[src/rtl/ysyx_23060332_mem_arbiter.sv]
// Arbitrates one data-memory port between IFU and LSU, one transaction at a time.
// Ports: IFU/LSU valid/ready request + 1-cycle response pulse; memory req/resp; busy.
module ysyx_23060332_mem_arbiter #(
    parameter int ADDR_W  = 32,
    parameter int DATA_W  = 64,
    parameter int MASK_W  = 8,
    parameter int TIMEOUT = 255
) (
    input  logic              clk,
    input  logic              rst,
    input  logic              ifu_req_valid,
    output logic              ifu_req_ready,
    input  logic [ADDR_W-1:0] ifu_addr,
    output logic              ifu_resp_valid,
    output logic [DATA_W-1:0] ifu_rdata,
    output logic              ifu_err,
    input  logic              lsu_req_valid,
    output logic              lsu_req_ready,
    input  logic              lsu_wen,
    input  logic [ADDR_W-1:0] lsu_addr,
    input  logic [DATA_W-1:0] lsu_wdata,
    input  logic [MASK_W-1:0] lsu_wmask,
    output logic              lsu_resp_valid,
    output logic [DATA_W-1:0] lsu_rdata,
    output logic              lsu_err,
    output logic              mem_req_valid,
    input  logic              mem_req_ready,
    output logic              mem_wen,
    output logic [ADDR_W-1:0] mem_addr,
    output logic [DATA_W-1:0] mem_wdata,
    output logic [MASK_W-1:0] mem_wmask,
    input  logic              mem_resp_valid,
    input  logic [DATA_W-1:0] mem_rdata,
    output logic              busy
);

    localparam int CNT_W = $clog2(TIMEOUT + 1);

    typedef enum logic [1:0] {
        S_IDLE,
        S_REQ,
        S_WAIT
    } state_e;

    state_e            state_q, state_d;
    // owner/last_owner encoding: 0 = IFU, 1 = LSU
    logic              owner_q, owner_d;
    logic              last_q, last_d;
    logic [CNT_W-1:0]  cnt_q, cnt_d;
    logic [ADDR_W-1:0] addr_q, addr_d;
    logic              wen_q, wen_d;
    logic [DATA_W-1:0] wdata_q, wdata_d;
    logic [MASK_W-1:0] wmask_q, wmask_d;
    logic              ifu_rv_q, ifu_rv_d;
    logic              lsu_rv_q, lsu_rv_d;
    logic              ifu_err_q, ifu_err_d;
    logic              lsu_err_q, lsu_err_d;
    logic [DATA_W-1:0] ifu_rdata_q, ifu_rdata_d;
    logic [DATA_W-1:0] lsu_rdata_q, lsu_rdata_d;

    logic ifu_win;
    logic lsu_win;
    logic done;
    logic tmo;

    // On a tie the requester that did not own the last transaction wins.
    assign ifu_win = ifu_req_valid && (!lsu_req_valid || last_q);
    assign lsu_win = lsu_req_valid && (!ifu_req_valid || !last_q);

    // Gated with rst so every output reads 0 while reset is held.
    assign ifu_req_ready = rst && (state_q == S_IDLE) && ifu_win;
    assign lsu_req_ready = rst && (state_q == S_IDLE) && lsu_win;
    assign mem_req_valid = rst && (state_q == S_REQ);

    assign done = ((state_q == S_REQ) && mem_req_ready && mem_resp_valid)
               || ((state_q == S_WAIT) && mem_resp_valid);

    // Completion wins over timeout when both land in the same cycle.
    assign tmo = !done && (state_q != S_IDLE)
              && (cnt_q == CNT_W'(TIMEOUT - 1));

    assign mem_wen        = wen_q;
    assign mem_addr       = addr_q;
    assign mem_wdata      = wdata_q;
    assign mem_wmask      = wmask_q;
    assign busy           = (state_q != S_IDLE);
    assign ifu_resp_valid = ifu_rv_q;
    assign lsu_resp_valid = lsu_rv_q;
    assign ifu_err        = ifu_err_q;
    assign lsu_err        = lsu_err_q;
    assign ifu_rdata      = ifu_rdata_q;
    assign lsu_rdata      = lsu_rdata_q;

    always_comb begin
        state_d     = state_q;
        owner_d     = owner_q;
        last_d      = last_q;
        cnt_d       = cnt_q;
        addr_d      = addr_q;
        wen_d       = wen_q;
        wdata_d     = wdata_q;
        wmask_d     = wmask_q;
        ifu_rv_d    = 1'b0;
        lsu_rv_d    = 1'b0;
        ifu_err_d   = 1'b0;
        lsu_err_d   = 1'b0;
        ifu_rdata_d = ifu_rdata_q;
        lsu_rdata_d = lsu_rdata_q;

        unique case (state_q)
            S_IDLE: begin
                if (ifu_req_ready) begin
                    owner_d = 1'b0;
                    last_d  = 1'b0;
                    addr_d  = ifu_addr;
                    wen_d   = 1'b0;
                    wdata_d = '0;
                    wmask_d = '0;
                    cnt_d   = '0;
                    state_d = S_REQ;
                end else if (lsu_req_ready) begin
                    owner_d = 1'b1;
                    last_d  = 1'b1;
                    addr_d  = lsu_addr;
                    wen_d   = lsu_wen;
                    wdata_d = lsu_wdata;
                    wmask_d = lsu_wen ? lsu_wmask : '0;
                    cnt_d   = '0;
                    state_d = S_REQ;
                end
            end
            S_REQ: begin
                cnt_d = cnt_q + CNT_W'(1);
                if (mem_req_ready) begin
                    state_d = S_WAIT;
                end
            end
            S_WAIT: begin
                cnt_d = cnt_q + CNT_W'(1);
            end
            default: begin
                state_d = S_IDLE;
            end
        endcase

        if (done || tmo) begin
            state_d = S_IDLE;
            if (owner_q) begin
                lsu_rv_d    = 1'b1;
                lsu_err_d   = tmo;
                lsu_rdata_d = (tmo || wen_q) ? '0 : mem_rdata;
            end else begin
                ifu_rv_d    = 1'b1;
                ifu_err_d   = tmo;
                ifu_rdata_d = tmo ? '0 : mem_rdata;
            end
        end
    end

    always_ff @(posedge clk or negedge rst) begin
        if (!rst) begin
            state_q     <= S_IDLE;
            owner_q     <= 1'b0;
            last_q      <= 1'b1;
            cnt_q       <= '0;
            addr_q      <= '0;
            wen_q       <= 1'b0;
            wdata_q     <= '0;
            wmask_q     <= '0;
            ifu_rv_q    <= 1'b0;
            lsu_rv_q    <= 1'b0;
            ifu_err_q   <= 1'b0;
            lsu_err_q   <= 1'b0;
            ifu_rdata_q <= '0;
            lsu_rdata_q <= '0;
        end else begin
            state_q     <= state_d;
            owner_q     <= owner_d;
            last_q      <= last_d;
            cnt_q       <= cnt_d;
            addr_q      <= addr_d;
            wen_q       <= wen_d;
            wdata_q     <= wdata_d;
            wmask_q     <= wmask_d;
            ifu_rv_q    <= ifu_rv_d;
            lsu_rv_q    <= lsu_rv_d;
            ifu_err_q   <= ifu_err_d;
            lsu_err_q   <= lsu_err_d;
            ifu_rdata_q <= ifu_rdata_d;
            lsu_rdata_q <= lsu_rdata_d;
        end
    end

endmodule

[config.mk]
export PLATFORM = sky130hd
export DESIGN_NAME = ysyx_23060332_mem_arbiter
export DESIGN_NICKNAME = d
export VERILOG_FILES = /design/src/rtl/ysyx_23060332_mem_arbiter.sv
export SDC_FILE = /design/constraint.sdc
export NUM_CORES = 1
export LEC_CHECK = 0
export CAP_MARGIN = 20
export CELL_PAD_IN_SITES_DETAIL_PLACEMENT = 2
export CELL_PAD_IN_SITES_GLOBAL_PLACEMENT = 2
export CORE_MARGIN = 8
export CORE_UTILIZATION = 23
export DETAILED_ROUTE_END_ITERATION = 8
export HOLD_SLACK_MARGIN = 0.08
export MAX_ROUTING_LAYER = met4
export PLACE_DENSITY_LB_ADDON = 0.1
export SETUP_SLACK_MARGIN = 0.4
export SKIP_CTS_REPAIR_TIMING = 1
export SLEW_MARGIN = 20
export SYNTH_ARGS = -nofsm -noshare
export SYNTH_HDL_FRONTEND = slang
export SYNTH_SLANG_ARGS = --single-unit
[constraint.sdc]
create_clock -name clk -period 1.9 [get_ports clk]
set_clock_uncertainty 0.1 [all_clocks]
set_input_delay 0.57 -clock clk [delete_from_list [all_inputs] [get_ports clk]]
set_output_delay 0.57 -clock clk [all_outputs]
set_load 0.02 [all_outputs]
---- Word-level counts from Yosys, hierarchy flattened ----
Index checks and enable logic that the tools add are counted.
cells by class
  reductions and logical operators ........ 30
  $add $sub $neg .......................... 1
  eq/ne operators ......................... 7
  bitwise logic cells ..................... 1
  muxes and demuxes ....................... 29
operators by type and width
  cell                                                 count
  two-way mux 64 bit                                   4
  two-way mux 32 bit                                   2
  two-way mux 8 bit                                    5
  one-hot mux 8 bit (2 select lines)                   1
  two-way mux 1 bit                                    12
  logical AND 1 bit                                    11
  adder 8 x 1 -> 8 bit, second input constant          1
  equality test 8 bit, second input constant           1
  two-way mux 2 bit                                    4
  AND reduction 2 bit                                  4
  one-hot mux 2 bit (3 select lines)                   1
  nonzero test 2 bit                                   3
  logical OR 1 bit                                     5
  zero test 1 bit                                      4
  != test 4 x 3 -> 1 bit, second input constant        1
  != test 3 x 2 -> 1 bit, second input constant        1
  != test 3 bit, second input constant                 1
  AND reduction 3 bit                                  1
  equality test 2 x 1 -> 1 bit, second input constant  1
  equality test 2 bit, second input constant           1
  zero test 2 bit                                      1
  != test 2 x 1 -> 1 bit, second input constant        1
  OR reduction 2 bit                                   1
  NOT 1 bit                                            1
word-level totals
  output and inout bits ................... 241
  input port bits ......................... 207
  register bits ........................... 249

---- Depth between registers and ports, before layout ----
  depth after elaboration ................. 10
  gate-level depth with buffers ........... 9
  mapped depth without buffers ............ 7

---- Worst setup path after synthesis ----
Ideal clock, no wire load.
  path kind ............................... reg2out
  start ................................... register state_q[0]
  end ..................................... output lsu_req_ready
  data arrival time ....................... 1.419 ns
  slack ................................... -0.189 ns
  cell stages (with the launch flop) ...... 8
  path buffers ............................ 3
  data required time ...................... 1.230 ns
  path through ............................ dfrtp_1 -> inv_1 -> ha_1 -> buf_4 -> nand2_1 -> a211oi_1 -> buf_2 -> buf_2
on the way
  word-level cells in the longest chain between the ends .. 3
ends and longest elaborated chain
  item                            RTL line  RTL
  from (decl)                     45        state_e state_q, state_d;
  from (signal assigned)          177       state_q <= state_d;
  zero test 2 bit                 72        assign lsu_req_ready = rst && (state_q == S_IDLE) && lsu_win;
  logical AND 1 bit (2 in a row)  72
  to (decl)                       18        output logic lsu_req_ready,
Every way passes these cells.

---- Worst setup path in the final report ----
  start ................................... register state_q[1]
  end ..................................... output lsu_req_ready
Same word-level chain as after synthesis.

==> summary.md <==
| Metric | Value |
|---|---|
| HPWL after detailed placement | 31070 um |
| FF-to-FF path depth | 10 |
| Dpl cell area | 0.01509 mm^2 |
| Pin count of the biggest net entering global routing | 148 |
| Synth-to-layout area growth | 81.92% |
| Htree depth | 1 |
| Worst Hold Launch | rst |
| Via/cell ratio | 4.626 |
| Crit path required time | 1230 ps |
| Leakage power | 0.008060 uW |
| Post-synth top area share | 64.64% |
| Post-Route WL | 44920 um |
| Yosys warning count | 0 |
| CTS Buffer Depth | 3 |
| Grt ovf | 0 |
| DRC | 0 |
| Fin area | 0.01747 mm^2 |
| Synth cell types | 39 |
| Setup violations, final | 231 |
| RSZ-0062 raised after global routing | yes |
| Worst path cell trace | inv_2 -> ha_4 -> buf_6 -> nand2_4 -> a211oi_4 -> buf_12 -> buf_12 |
| Fin cells | 1861 |
| Cell mode on critical path | buf_12 |
| Initial antenna violation count | 14 |
| Fin crit period | 2486 ps |
| Failing checks | negative setup slack |
| Mapped Nets | 906 |
| Reg clk slew, reported paths | 60 ps |
| Fin. max-slew vios | 0 |
| Initial DRC count | 287 |
| Slowest cell on crit path | dfrtp_1 |
| Final worst slack | -586.2 ps |
| Setup WS pre-CTS | -796.1 ps |
| FF+latch count, synth | 249 |
| Max_slew headroom | 40.98% |
| Sink Count | 249 |
| Mapped Area | 0.009600 mm^2 |
| # port buffers | 447 |
| Main synth FF type | dfrtp_1 |
| Core area | 0.04157 mm^2 |
| Sequential fraction of the synthesis area | 64.92% |
| FF-to-FF setup slack | -200 ps |
| Drt first pass iters | 4 |
| Initial core utilization | 23.09% |
| GPL Wtd Cong | 0.7269 |
| Row Count | 75 |
| Share of cells above drive strength 1 | 37.90% |
| Worst min-delay path class | input port to flop |
| Top cell type by total area after synthesis | dfrtp_1 |
| Setup crit end kind | output pin |
| Vias | 8609 |
| Global-route wire length before repair | 61510 um |
| Status | complete, but fails checks |
| Max FO, Critical Path | 3 |
| Vias in the first global route | 9218 |
| Final net count | 1498 |
| Die ar. | 0.04853 mm^2 |
| Kind of critical path | flop to output pin |
| Total GRT Usage | 17.32% |
| Syn Inst Count | 693 |
| End of the worst register-to-register path | mem_addr[21]$_DFFE_PN0P_ |
| Hold depth | 5 |
| PwrDens | 1794 mW/mm^2 |
| Number of synthesized flops with an enable pin | 0 |
| Startpoint Class | flop |
| Routed WL per cell | 24.14 um |
| Syn_area_per_cell | 13.85 um^2 |
| Min-Delay Endpoint | last_q$_DFFE_PN1P_ |
| Hold Fails Final Rpt | 0 |
| Fill count | 4196 |
| Worst R2R Start | state_q[1]$_DFFE_PN0P_ |
| CTS tree | built |
| Worst vdd ir | 0.6628 mV |
| Routed Antenna Nets | 0 |
| Clk_lat worst skew | 580 ps |
| Synth top area cells | dfrtp_1, a22o_1, a32o_1 |
| Io pins | 448 |
| Height of the die | 220.3 um |
| Number of max-cap violations | 0 |
| CTS root buf | clkbuf_16 |
| Fmax | 0.4022 GHz |
| Chip Width | 220.3 um |
| Critical Path Max Stage Delay | 400 ps |
| Fraction of the cycle the final worst path needs | 130.9% |
| Layout Utilization | 42.01% |
| Asr flop ratio synth | 100.0% |
| Arr. time, crit path | 1820 ps |
| CTS buffer count | 31 |
| Tightest Pin Transition | 885.2 ps |
| Placed cell count | 1672 |
| PnR Total Power | 31330 uW |
[metrics by stage]
stage / TNS [ps] / hold slack [ps]
final: -24370 / 359.6
after global routing: -50500 / 364.7
after CTS: -123950 / -221.8
after detailed placement: -135110 / 380.2
after global placement: -130070 / 372.2
after floorplan: 0 / 174.4
[Yosys cell counts, types with 4 or more instances]
library cell,n
and2_1,4
nor2_1,40
dfrtp_1,248
buf_4,6
mux2i_1,33
buf_1,12
buf_2,12
ha_1,6
o21ai_0,6
a21oi_1,36
clkbuf_1,18
a32o_1,64
buf_6,16
a22o_1,139
inv_1,10
nand2_1,13
[placed cells by master, fill, tap and decap left out, drive strengths merged, types with 2 or more instances in the layout]
cell type and instances:
a32o 64, a21boi 2, diode 16, nor3 2
ha 6, inv 11, mux2i 33, nand2 14
mux2 2, nor2 40, and2 4, a21o 2
a21oi 36, clkinv 6, clkdlybuf4s50 204, nor2b 3
nand3 2, a22o 140, clkbuf 54, buf 410
o21ai 8, dfrtp 248
[logic make-up after synthesis]
family          count (synthesis)  share of synthesized area, %
buf+inv                        74                         4.535
flops                         249                         64.92
simple gates                   71                         3.428
fa+ha+maj                       6                        0.7819
compound gates                258                         22.66
mux                            35                         3.675
[layout make-up]
class	count	area [um^2]	area share (%)
repair buffers	623	6454	36.95
clock buffers	47	895.9	5.129
clock inverters	7	53.80	0.3080
multi-input cells	370	3075	17.61
flip-flops and latches	249	6232	35.68
well taps	539	674.4	3.861
diodes	16	40.04	0.2292
inverters	10	40.04	0.2292
[sequential cells by signal (all words and copies together) (netlist names)]
signal	flops
mem_wen	1
cnt_q	8
ifu_resp_valid	1
mem_wmask	8
last_q	1
state_q	2
mem_addr	32
lsu_rdata	64
owner_q	1
lsu_resp_valid	1
ifu_err	1
mem_wdata	64
ifu_rdata	64
lsu_err	1
[power breakdown]
| part | internal (uW) | switching, uW | total, uW |
|---|---|---|---|
| clock | 3230 | 2380 | 5620 |
| sequential | 7670 | 1800 | 9470 |
| combinational | 8630 | 7610 | 16200 |
[routing by layer]
metal  part of all wire, %  global-route usage [%]  vias up
li1                      -                       -     3846
met1                    39                   20.15     4398
met2                    47                   26.68      313
met3                    12                   8.816       52
met4                   1.7                   3.536        0
met5                     0                       -        -
[worst max-delay path, delay by kind of cell, from the launching register on]
| kind | cells | cell delay, ps |
|---|---|---|
| simple gates | 1 | 40 |
| compound gates | 1 | 190 |
| buf+inv | 4 | 460 |
| fa+ha+maj | 1 | 150 |
| flops | 1 | 400 |
[how the worst max path moves through the flow]
stage	from	slack [ps]	depth (start not counted)	to
after floorplan	state_q[1]$_DFFE_PN0P_	30	7	lsu_req_ready
after global placement	lsu_req_valid	-780	5	ifu_req_ready
after detailed placement	lsu_req_valid	-800	5	ifu_req_ready
after CTS	state_q[1]$_DFFE_PN0P_	-890	5	ifu_req_ready
after global routing	state_q[1]$_DFFE_PN0P_	-670	7	lsu_req_ready
final	state_q[1]$_DFFE_PN0P_	-590	7	lsu_req_ready
(Power assumes the default switching activity.)
